File: src/rtl/stream_fifo.sv
// rtl/stream_fifo.sv - first-word-fall-through FIFO that drops and flags words arriving while full
module stream_fifo #(
    parameter int DATA_WIDTH = 8,
    parameter int ADDR_WIDTH = 4
) (
    input  logic                  sys_clk,
    input  logic                  sys_rst,
    input  logic                  ivalid,
    input  logic [DATA_WIDTH-1:0] idata,
    output logic                  iready,
    output logic                  ovalid,
    output logic [DATA_WIDTH-1:0] odata,
    input  logic                  oready,
    output logic [ADDR_WIDTH:0]   count,
    output logic                  full,
    output logic                  empty,
    output logic                  overflow
);

    localparam int                DEPTH     = 1 << ADDR_WIDTH;
    localparam logic [ADDR_WIDTH:0] DEPTH_CNT = (ADDR_WIDTH + 1)'(DEPTH);

    logic [DATA_WIDTH-1:0] r_mem [DEPTH];
    logic [ADDR_WIDTH:0]   r_wr_ptr;
    logic [ADDR_WIDTH:0]   r_rd_ptr;
    logic                  r_overflow;

    logic [ADDR_WIDTH:0]   w_count;
    logic                  w_full;
    logic                  w_empty;
    logic                  w_push;
    logic                  w_pop;
    logic                  w_drop;

    // Status decodes only registered pointers, so no input reaches an output combinationally
    assign w_count = r_wr_ptr - r_rd_ptr;
    assign w_full  = (w_count == DEPTH_CNT);
    assign w_empty = (w_count == '0);

    assign w_push  = ivalid & ~w_full;
    assign w_pop   = ~w_empty & oready;
    assign w_drop  = ivalid & w_full;

    always_ff @(posedge sys_clk or posedge sys_rst) begin
        if (sys_rst) begin
            r_wr_ptr   <= '0;
            r_rd_ptr   <= '0;
            r_overflow <= 1'b0;
        end else begin
            if (w_push) begin
                r_wr_ptr <= r_wr_ptr + 1'b1;
            end
            if (w_pop) begin
                r_rd_ptr <= r_rd_ptr + 1'b1;
            end
            if (w_drop) begin
                r_overflow <= 1'b1;
            end
        end
    end

    // Storage is deliberately left unreset; stale words are never visible past the pointers
    always_ff @(posedge sys_clk) begin
        if (w_push) begin
            r_mem[r_wr_ptr[ADDR_WIDTH-1:0]] <= idata;
        end
    end

    assign odata    = r_mem[r_rd_ptr[ADDR_WIDTH-1:0]];
    assign ovalid   = ~w_empty;
    assign iready   = ~w_full;
    assign count    = w_count;
    assign full     = w_full;
    assign empty    = w_empty;
    assign overflow = r_overflow;

endmodule

File: config.mk
export PLATFORM = sky130hd
export DESIGN_NAME = stream_fifo
export DESIGN_NICKNAME = d
export VERILOG_FILES = /design/src/rtl/stream_fifo.sv
export SDC_FILE = /design/constraint.sdc
export NUM_CORES = 1
export LEC_CHECK = 0
export CORE_ASPECT_RATIO = 1.1
export CORE_MARGIN = 2
export CORE_UTILIZATION = 40
export CTS_CLUSTER_DIAMETER = 100
export DETAILED_ROUTE_END_ITERATION = 7
export PLACE_DENSITY = 0.64
export SLEW_MARGIN = 20
export SYNTH_ARGS = -nofsm -noshare
export SYNTH_HDL_FRONTEND = slang
export SYNTH_SLANG_ARGS = --single-unit
File: constraint.sdc
create_clock -name sys_clk -period 5 [get_ports sys_clk]
set_input_delay 0.75 -clock sys_clk [delete_from_list [all_inputs] [get_ports sys_clk]]
set_output_delay 0.75 -clock sys_clk [all_outputs]
set_load 0.01 [all_outputs]
==> run summary, run 1 <==
M1 wire length - 4780 um
CTS tree - done
initial antenna violation count - 0
setup_tns - 0 ns
pre-CTS setup slack - 1.14 ns
DR WL/cell - 21.6 um
Critical Path RT - 4.25 ns
worst hold margin - 0.454 ns
die height - 130 um
CP max stage delay - 0.62 ns
Synth area leaders - edfxtp_1, mux4_2, dfrtp_1
first-pass GRT wire length - 18300 um
period utilisation layout - 85.8%
Max Clock Freq - 0.233 GHz
top-count cell post-synth - edfxtp_1
YS warnings - 0
EDFF count, synth - 128
TritonCTS buffer count - 17
DRC violations left - 0
Final Hold Fails - 0
Netlist Area Pre-Place - 5750 um^2
Setup CP Type - register to primary output
CTS max path bufs - 2
RSZ-0062 raised after global routing - no
worst setup margin - 0.709 ns
layout cell share with drive strength beyond 1 - 20.4%
Synth Flop Type - edfxtp_1
Cell Chain, Critical Path - buf_4 > clkinv_1 > fa_1 > xor2_1 > nor3_1 > o221a_1 > clkdlybuf4s50_1
Worst-path clk slew - 0.05 ns
design area - 6790 um^2
Crit. End Element - primary output
synth cell count leaders - edfxtp_1, nand2_1, mux4_2
worst skew pair latency - 0.41 ns
gr ovfl total - 0
row cnt - 45
CTS H-tree lvls - 4
register bit total from synthesis - 139
largest net degree at the start of global routing - 36
Layout area overhead - 18.2%
Antenna Violating Nets Remaining - 0
Synth Area per Inst - 18.4 um^2
gr usage total - 16.8%
CP startpoint kind - register
fin crit period - 4.29 ns
ys async rst share - 7.91%
starting density of the core - 41.3%
drt first-iter violations - 140
Synthesized Nets - 334
dpl hpwl - 7520 um
Max Clock Skew - 0.00860 ns
Seq/Total Area, Yosys - 71.7%
drt pass-1 iters - 4
WP data arrival - 3.54 ns
Fill cells - 1185
Slew Limit Fails - 0
final setup fails - 0
antenna cell count - 0
type of the most critical hold path - register to register
Netlist cell types - 35
hold_buf cts - 0
post-CTS sizing - 0
CP max stage cell - clkdlybuf4s50_1
Max Cap Viol - 0
max layer used - met4
critical path peak fanout - 28
cell family with most CP delay - buffers and inverters
met3 WL post-DR - 628 um
Final #Nets - 373
clock sinks - 139
detailed-route via count - 2918
RD Place Congestion - 0.747
Synth top area share - 66.9%
die area - 15300 um^2
vias per inst - 5.31
core area - 13900 um^2
status - completed
Slew HR - 53.8%
leading area contributor after synthesis - edfxtp_1
Synth Instances - 312
Die X - 118 um
leak pwr - 0.00235 uW
Routed WL - 11900 um
Worst Tran Pin Value - 0.693 ns
number of global-route vias before repair - 3159
peak supply drop - 492 uV
dpl cell area - 6230 um^2
post-CTS setup buffer count - 0
I/O Pins - 30
met2 WL - 6420 um
PortBufs - 29
crit path buf inv count - 3
clock root cell - clkbuf_16
Power Density - 637 nW/um^2
per-stage QoR:
| step | utilization (%) | instances | power (uW) |
|---|---|---|---|
| final | 48.8 | 550 | 4320 |
| after global routing | 48.8 | 550 | 4540 |
| after CTS | 48.8 | 550 | 4370 |
| after detailed placement | 44.8 | 520 | 3150 |
| after global placement | 44.8 | 520 | 3120 |
| after floorplan | - | 312 | 2550 |
area by class of cell:
class / instances / area [um^2] / share of cell area [%]
clock inverter: 10 / 126 / 1.86
sequential: 139 / 4120 / 60.7
clock buffer: 20 / 437 / 6.43
timing repair buffer: 33 / 320 / 4.72
tap: 188 / 235 / 3.46
inverter: 10 / 37.5 / 0.553
multi-input combinational: 150 / 1510 / 22.3
state kept, by name (all words and copies together) (netlist names):
signal / cells
overflow: 1
r_wr_ptr: 5
r_rd_ptr: 5
r_mem: 128
path summary, 6_finish.rpt:
path,start,end,slack (ns),cells past startpoint
setup / recovery,r_rd_ptr[1]$_DFFE_PP0P_,full,0.71,7
hold / removal,overflow$_DFFE_PP0P_,overflow$_DFFE_PP0P_,0.45,1
setup reg to reg,r_rd_ptr[1]$_DFFE_PP0P_,r_mem[7][5]$_DFFE_PP_,1.58,8
hold reg to reg,overflow$_DFFE_PP0P_,overflow$_DFFE_PP0P_,0.45,1
max in group asynchronous,sys_rst,r_rd_ptr[0]$_DFFE_PP0P_,4.03,2
min in group asynchronous,sys_rst,overflow$_DFFE_PP0P_,0.64,2
layer usage:
| metal | up-vias | GRT usage [%] |
|---|---|---|
| met5 | - | 0 |
| met4 | 0 | 5.32 |
| met3 | 7 | 3.28 |
| met2 | 89 | 29.6 |
| met1 | 1511 | 21.2 |
| li1 | 1311 | - |
logic make-up (layout without fill, tap and decap cells):
logic type                 Yosys count  in the layout  share of synthesized area [%]
buffers and inverters               23             73                           2.09
muxes                               34             34                           12.9
DFF                                139            139                           71.7
xor gates and xnor gates            11             11                           1.68
and+or+nand+nor                     79             79                           7.29
adders and majority gates           10             10                           2.31
AOI/OAI and AO/OA                   16             16                           2.02
report_power, final:
group	internal (uW)	switching [uW]	leakage (uW)
Combinational	753	834	0.000789
Clock	771	438	0.000278
Sequential	1430	94.3	0.00129
Total	2960	1370	0.00235
placed cells by master, fill, tap and decap left out, drive strengths merged:
master,count
and3,24
nand2,34
bufinv,3
nor4,1
nand4,1
edfxtp,128
nor2,5
a21o,1
fa,1
clkinv,9
buf,4
xnor2,6
and3b,1
ha,9
a31oi,8
o221a,1
clkdlybuf4s50,29
nand3,4
nor2b,3
clkbuf,20
nor3,1
mux2,2
xor2,5
o221ai,1
mux4,32
dfrtp,11
nor3b,1
a21oi,4
nand3b,1
inv,8
and2,3
a21boi,1
Note: power is estimated with default switching activity, not from simulation.
==> run 2, diff against run 1 <==
- SKIP_CTS_REPAIR_TIMING: default -> 1
==> results of run 2 <==
Final layout, timing and power as in run 1 (identical DEF).
